File: config.mk
export PLATFORM = sky130hd
export DESIGN_NAME = ps2_command_assembler
export DESIGN_NICKNAME = d
export VERILOG_FILES = /design/src/rtl/ps2_command_assembler.sv
export SDC_FILE = /design/constraint.sdc
export NUM_CORES = 1
export LEC_CHECK = 0
export ABC_AREA = 1
export CORE_ASPECT_RATIO = 0.75
export CORE_MARGIN = 5
export CORE_UTILIZATION = 50
export CTS_CLUSTER_DIAMETER = 80
export DETAILED_ROUTE_END_ITERATION = 8
export PLACE_DENSITY = 0.74
export SYNTH_ARGS = -nofsm -noshare
export SYNTH_HDL_FRONTEND = slang
export SYNTH_SLANG_ARGS = --single-unit
export TNS_END_PERCENT = 1
File: constraint.sdc
create_clock -name clk -period 2.8 [get_ports clk]
set_clock_uncertainty 0.05 [all_clocks]
set_input_delay 0.56 -clock clk [delete_from_list [all_inputs] [get_ports clk]]
set_output_delay 0.56 -clock clk [all_outputs]
set_load 0.005 [all_outputs]
File: src/rtl/ps2_command_assembler.sv
// PS/2 set-2 scan-code decoder that assembles ASCII characters into a
// right-justified command word and hands it to the processor via valid/ready.
module ps2_command_assembler #(
  parameter int CHARS       = 4,
  parameter int CHAR_W      = 8,
  parameter int AUTO_COMMIT = 1
) (
  input  logic                      clk,
  input  logic                      reset,
  input  logic [7:0]                scan_code,
  input  logic                      scan_valid,
  input  logic                      cmd_ready,
  output logic [CHARS*CHAR_W-1:0]   cmd_word,
  output logic                      cmd_valid,
  output logic [7:0]                char_ascii,
  output logic                      char_strobe,
  output logic                      drop_err
);

  localparam int W  = CHARS * CHAR_W;
  localparam int CW = $clog2(CHARS + 1);
  localparam logic [CW-1:0] FULL = CW'(CHARS);
  localparam logic [CW-1:0] ONE  = CW'(1);

  typedef enum logic [1:0] {IDLE, BRK, EXT, EXT_BRK} state_t;
  typedef enum logic [1:0] {KEY_NONE, KEY_CHAR, KEY_COMMIT, KEY_DELETE} key_t;

  state_t          state_q, state_d;
  logic [7:0]      held_q, held_d;
  logic [W-1:0]    buf_q, buf_d;
  logic [CW-1:0]   count_q, count_d;
  logic [W-1:0]    cmd_word_q, cmd_word_d;
  logic            cmd_valid_q, cmd_valid_d;
  logic [7:0]      char_ascii_q, char_ascii_d;
  logic            char_strobe_q, char_strobe_d;
  logic            drop_err_q, drop_err_d;

  key_t            key_kind;
  logic [7:0]      key_ascii;
  logic            make_evt;
  logic [W-1:0]    buf_upd;
  logic [CW-1:0]   count_upd;
  logic            enter_req;
  logic            commit_req;
  logic            out_free;

  // Set-2 make code to ASCII classification.
  always_comb begin
    key_kind  = KEY_CHAR;
    key_ascii = 8'h00;
    case (scan_code)
      8'h1C: key_ascii = 8'h41;  8'h32: key_ascii = 8'h42;
      8'h21: key_ascii = 8'h43;  8'h23: key_ascii = 8'h44;
      8'h24: key_ascii = 8'h45;  8'h2B: key_ascii = 8'h46;
      8'h34: key_ascii = 8'h47;  8'h33: key_ascii = 8'h48;
      8'h43: key_ascii = 8'h49;  8'h3B: key_ascii = 8'h4A;
      8'h42: key_ascii = 8'h4B;  8'h4B: key_ascii = 8'h4C;
      8'h3A: key_ascii = 8'h4D;  8'h31: key_ascii = 8'h4E;
      8'h44: key_ascii = 8'h4F;  8'h4D: key_ascii = 8'h50;
      8'h15: key_ascii = 8'h51;  8'h2D: key_ascii = 8'h52;
      8'h1B: key_ascii = 8'h53;  8'h2C: key_ascii = 8'h54;
      8'h3C: key_ascii = 8'h55;  8'h2A: key_ascii = 8'h56;
      8'h1D: key_ascii = 8'h57;  8'h22: key_ascii = 8'h58;
      8'h35: key_ascii = 8'h59;  8'h1A: key_ascii = 8'h5A;
      8'h45: key_ascii = 8'h30;  8'h16: key_ascii = 8'h31;
      8'h1E: key_ascii = 8'h32;  8'h26: key_ascii = 8'h33;
      8'h25: key_ascii = 8'h34;  8'h2E: key_ascii = 8'h35;
      8'h36: key_ascii = 8'h36;  8'h3D: key_ascii = 8'h37;
      8'h3E: key_ascii = 8'h38;  8'h46: key_ascii = 8'h39;
      8'h29: key_ascii = 8'h20;
      8'h5A: key_kind  = KEY_COMMIT;
      8'h66: key_kind  = KEY_DELETE;
      default: key_kind = KEY_NONE;
    endcase
  end

  // Prefix decoder; only plain make codes that differ from the held key
  // reach the character logic, which is how typematic repeats are dropped.
  always_comb begin
    state_d  = state_q;
    held_d   = held_q;
    make_evt = 1'b0;
    if (scan_valid) begin
      case (state_q)
        IDLE: begin
          if (scan_code == 8'hF0) begin
            state_d = BRK;
          end else if (scan_code == 8'hE0) begin
            state_d = EXT;
          end else if (scan_code != held_q) begin
            held_d   = scan_code;
            make_evt = 1'b1;
          end
        end
        BRK: begin
          if (scan_code == held_q) held_d = 8'h00;
          state_d = IDLE;
        end
        EXT: begin
          state_d = (scan_code == 8'hF0) ? EXT_BRK : IDLE;
        end
        default: state_d = IDLE;
      endcase
    end
  end

  // Buffer update followed by the commit decision, which sees the updated
  // buffer so a fourth character can commit in the same cycle.
  always_comb begin
    buf_upd       = buf_q;
    count_upd     = count_q;
    char_ascii_d  = char_ascii_q;
    char_strobe_d = 1'b0;
    drop_err_d    = 1'b0;
    enter_req     = 1'b0;
    if (make_evt) begin
      case (key_kind)
        KEY_CHAR: begin
          if (count_q < FULL) begin
            buf_upd       = (buf_q << CHAR_W) | W'(key_ascii);
            count_upd     = count_q + ONE;
            char_ascii_d  = key_ascii;
            char_strobe_d = 1'b1;
          end else begin
            drop_err_d = 1'b1;
          end
        end
        KEY_DELETE: begin
          if (count_q != '0) begin
            buf_upd   = buf_q >> CHAR_W;
            count_upd = count_q - ONE;
          end
        end
        KEY_COMMIT: enter_req = (count_q != '0);
        default: ;
      endcase
    end

    commit_req  = enter_req || ((AUTO_COMMIT != 0) && (count_upd == FULL));
    out_free    = !cmd_valid_q || cmd_ready;
    cmd_valid_d = cmd_valid_q && !cmd_ready;
    cmd_word_d  = cmd_word_q;
    buf_d       = buf_upd;
    count_d     = count_upd;
    if (commit_req && out_free) begin
      cmd_word_d  = buf_upd;
      cmd_valid_d = 1'b1;
      buf_d       = '0;
      count_d     = '0;
    end
  end

  always_ff @(posedge clk) begin
    if (reset) begin
      state_q       <= IDLE;
      held_q        <= 8'h00;
      buf_q         <= '0;
      count_q       <= '0;
      cmd_word_q    <= '0;
      cmd_valid_q   <= 1'b0;
      char_ascii_q  <= 8'h00;
      char_strobe_q <= 1'b0;
      drop_err_q    <= 1'b0;
    end else begin
      state_q       <= state_d;
      held_q        <= held_d;
      buf_q         <= buf_d;
      count_q       <= count_d;
      cmd_word_q    <= cmd_word_d;
      cmd_valid_q   <= cmd_valid_d;
      char_ascii_q  <= char_ascii_d;
      char_strobe_q <= char_strobe_d;
      drop_err_q    <= drop_err_d;
    end
  end

  assign cmd_word    = cmd_word_q;
  assign cmd_valid   = cmd_valid_q;
  assign char_ascii  = char_ascii_q;
  assign char_strobe = char_strobe_q;
  assign drop_err    = drop_err_q;

endmodule

==> results.env <==
LEAKAGE_nW=3.15
CTS_TREE='yes'
WORSTPATHREQUIRED_PS=2990
CTS_MADE_BUFFERS=9
FINAL-MAX-SLEW-VIOLATION-COUNT=0
SYNTH_ENABLE_FLOP_CELLS=0
POWER_DENSITY_nW_PER_UM2=515
GRT_PASS1_VIAS=5718
HPWLAFTERDP_UM=12100
SHARE_OF_SYNTHESIZED_AREA_OCCUPIED_BY_FLIP_FLOPS_AND_LATCHES_PCT=33.8
CTS.PATH.MAX_BUFFERS=2
SYNTH_AREA_LEADERS='dfxtp_1 (34%), nand2_1 (15%), nor2_1 (9.6%)'
NUMBER_OF_ANTENNA_CELLS_INSERTED=0
DETAIL_ROUTE.WL_PER_CELL_UM=15.9
POSTROUTEWIRELENGTH_UM=17300
DRT.ANTENNA.VIOLATING_NETS=0
RSZ_0062_RAISED_AFTER_GLOBAL_ROUTING='true'
FMAX_MHz=359
SETUP.WORST_PATH.START_CLASS='input pin'
FINALSETUPVIOLATIONS=0
PLACE.GP.CONGESTION=0.930
DIEWIDTH_UM=127
ROUTE.DETAILED.DRC=0
POST_ROUTE_CELLS_DRIVE_ABOVE_1_SHARE_PCT=19.7
POSTLAYOUTCELLAREA_UM2=7020
FILLERS=880
MIN-DELAY-START='char_ascii[5]$_SDFFE_PP0P_'
PLACE.DETAILED.INSTANCES=1064
HOLD_PATH_DEPTH=2
MAXSLEWHEADROOM_PCT=65.6
SYNTH_CELLS=821
OVERFLOW=0
RR_WORST_DEPTH=17
CORE-AREA_UM2=10200
FLOORPLAN.INITIALDENSITY_PCT=50.7
TIMING.RR.START='held_q[1]$_SDFFE_PP0P_'
MAPPEDNETLISTNETS=836
YOSYS.AREA.TOP_TYPE_SHARE_PCT=33.8
MOST_REPEATED_CELL_IN_THE_GATE_LEVEL_NETLIST_AFTER_SYNTHESIS='nand2_1'
GRT_UTIL_ALL_LAYERS_PCT=27.5
GRT_START_MAX_NET_PINS=41
POWER_mW=3.61
YOSYS.AREA.TOP_TYPE='dfxtp_1'
WORSTSETUPPATHTYPE='in -> reg'
OUTCOME='finished, final reports clean'
DIE_HEIGHT_UM=98.0
DETAILROUTE.VIA_COUNT=6074
DR.PASS1.ITERS=5
IR_DROP_uV=339
DRTITER0DRC=938
AVGVIACOUNTPERCELL=5.58
PATH_CLK_SLEW_PS=70
CRIT_PATH_MAX_FANOUT=27
FIN_CRIT_SH_PCT=99.4
YS_TOP_CELLS_BY_COUNT='nand2_1 (204), nor2_1 (132), dfxtp_1 (87)'
INITIAL_ANTENNA_VIOLATION_COUNT=0
SYNTH_AREA_UM2=5160
FINAL_NET_COUNT=962
SYNTH-MAIN-FF-CELL='dfxtp_1'
PLACE.PORT_BUFFERS=53
CLOCK_SINK_COUNT=87
WORSTHOLDPATHTYPE='reg -> reg'
SYNTH.YOSYS.WARNINGS=0
TIMING.MAX_CAP.VIOLATIONS=0
SETUP_TOTAL_NEGATIVE_SLACK_PS=0
WORST_PIN_SLEW_PS=511
POSTSYNTHAREAPERCELL_UM2=6.28
INSTANCES_NO_FILL=1088
SYNTH.DISTINCT_CELLS=36
AREAGROWTHSYNTHTOFINISH_PCT=36.1
POST_DP_CELL_AREA_UM2=6430
TOP_LEVEL_PORTS=55
SEQ_CELLS_POST_SYNTH=87
CRITICAL_PATH.REG2REG.ENDPOINT='buf_q[26]$_SDFF_PP0_'
HTREE_NUM_LEVELS=3
ROWS=32
DIE-AREA_UM2=12500
CLOCK_LATENCY_PS=350
HOLD-PATH-ENDPOINT='char_ascii[5]$_SDFFE_PP0P_'
SLACK_OF_THE_WORST_REG_TO_REG_PATH_PS=420
FINAL_HOLD_VIOL_COUNT=0
GRT_FIRST_PASS_WIRELENGTH_UM=28000
WORST-ENDPOINT-ARRIVAL_PS=2980
POST-ROUTE-MIN-PERIOD_PS=2780
ASYNC_FLOP_SHARE_PCT=0
ROOT_BUFFER='clkbuf_16'
WORSTSETUPENDPOINTTYPE='flop'
[repair_timing]
| item | CTS | global route |
|---|---|---|
| gates cloned | 3 | 1 |
| setup endpoints to repair | 75 | 74 |
| hold buffers | 0 | 0 |
| buffers inserted | 4 | 0 |
| resized for setup | 31 | 22 |
| pin swaps | 7 | 6 |
[flip-flops by register name (all words and copies together) (netlist names)]
signal       count
buf_q           32
cmd_word        32
held_q           8
char_ascii       7
count_q          3
state_q          2
char_strobe      1
cmd_valid        1
drop_err         1
[worst max-delay path by stage]
stage,end,startpoint,slack [ps],depth (start not counted)
after global placement,cmd_word[26]$_SDFFE_PP0P_,scan_code[0],-590,17
after CTS,cmd_word[30]$_SDFFE_PP0P_,scan_code[5],2,22
after global routing,buf_q[26]$_SDFF_PP0_,scan_code[2],-110,22
after detailed placement,char_ascii[6]$_SDFFE_PP0P_,scan_code[5],-700,17
final,cmd_word[6]$_SDFFE_PP0P_,scan_code[6],20,20
after floorplan,cmd_word[11]$_SDFFE_PP0P_,scan_code[3],290,22
[critical path, stage by stage]
cell and delay (ps):
dlygate4sd2_1 260, buf_4 140, buf_4 140, xnor2_2 120, nand2_1 60, nor2_1 40, nand2_1 100, nand2_2 90
nor3_4 180, buf_6 150, nand2_4 80, inv_4 70, nand3_1 90, nand2_2 100, inv_2 30, nand2_1 110
nand2_4 90, bufbuf_16 320, a21oi_1 150, nor2_1 60
[cells in the final DEF (no fill, tap or decap), types with 17 or more instances in the layout]
cell type	netlist	layout
o21ai_0	67	65
a21oi_1	75	70
nand3_1	49	49
o211ai_1	18	18
buf_4	8	95
clkdlybuf4s50_1	0	45
dfxtp_1	87	87
nand2_1	204	196
o22ai_1	19	19
nor2_2	9	17
inv_1	56	56
nor2_1	132	121
[metrics by stage]
stage	worst slack, ps	util (%)	hold WS [ps]
after global routing	-108	69.0	443
after CTS	1.70	68.6	416
after detailed placement	-699	63.2	405
after floorplan	294	-	402
after global placement	-593	63.2	401
final	16.0	69.0	416
[cell families after synthesis]
family / after synthesis / share of synthesized area, %
buffers and inverters: 113 / 9.97
AOI/OAI and AO/OA: 186 / 19.7
xor gates and xnor gates: 9 / 1.53
other: 1 / 0.0727
adders and majority gates: 3 / 0.728
and+or+nand+nor: 422 / 34.3
DFF: 87 / 33.8
[per-layer routing]
| metal | GRT usage [%] | part of all wire (%) | up-vias | routed length [µm] |
|---|---|---|---|---|
| met5 | 0 | 0 | - | 0 |
| met4 | 7.50 | 1.9 | 0 | 327 |
| met3 | 6.62 | 9.5 | 39 | 1650 |
| met2 | 39.8 | 42 | 311 | 7200 |
| met1 | 40.7 | 47 | 2785 | 8150 |
| li1 | - | - | 2939 | - |
[where the power goes]
group          switching [mW]  internal, mW  total (mW)
logic                   0.459         0.405       0.863
clock network           0.567         0.803        1.37
registers              0.0573          1.32        1.38
total                    1.08          2.53        3.61
[final cells by class]
class,count,area (µm²),share of cell area (%)
Inverter,66,250,3.56
Clock inverter,7,113,1.60
Multi-Input combinational cell,621,3010,42.8
Tap cell,136,170,2.42
Clock buffer,9,225,3.21
Sequential cell,87,1740,24.8
Timing Repair Buffer,162,1520,21.6
No activity file was read; power rests on OpenSTA's default activity.
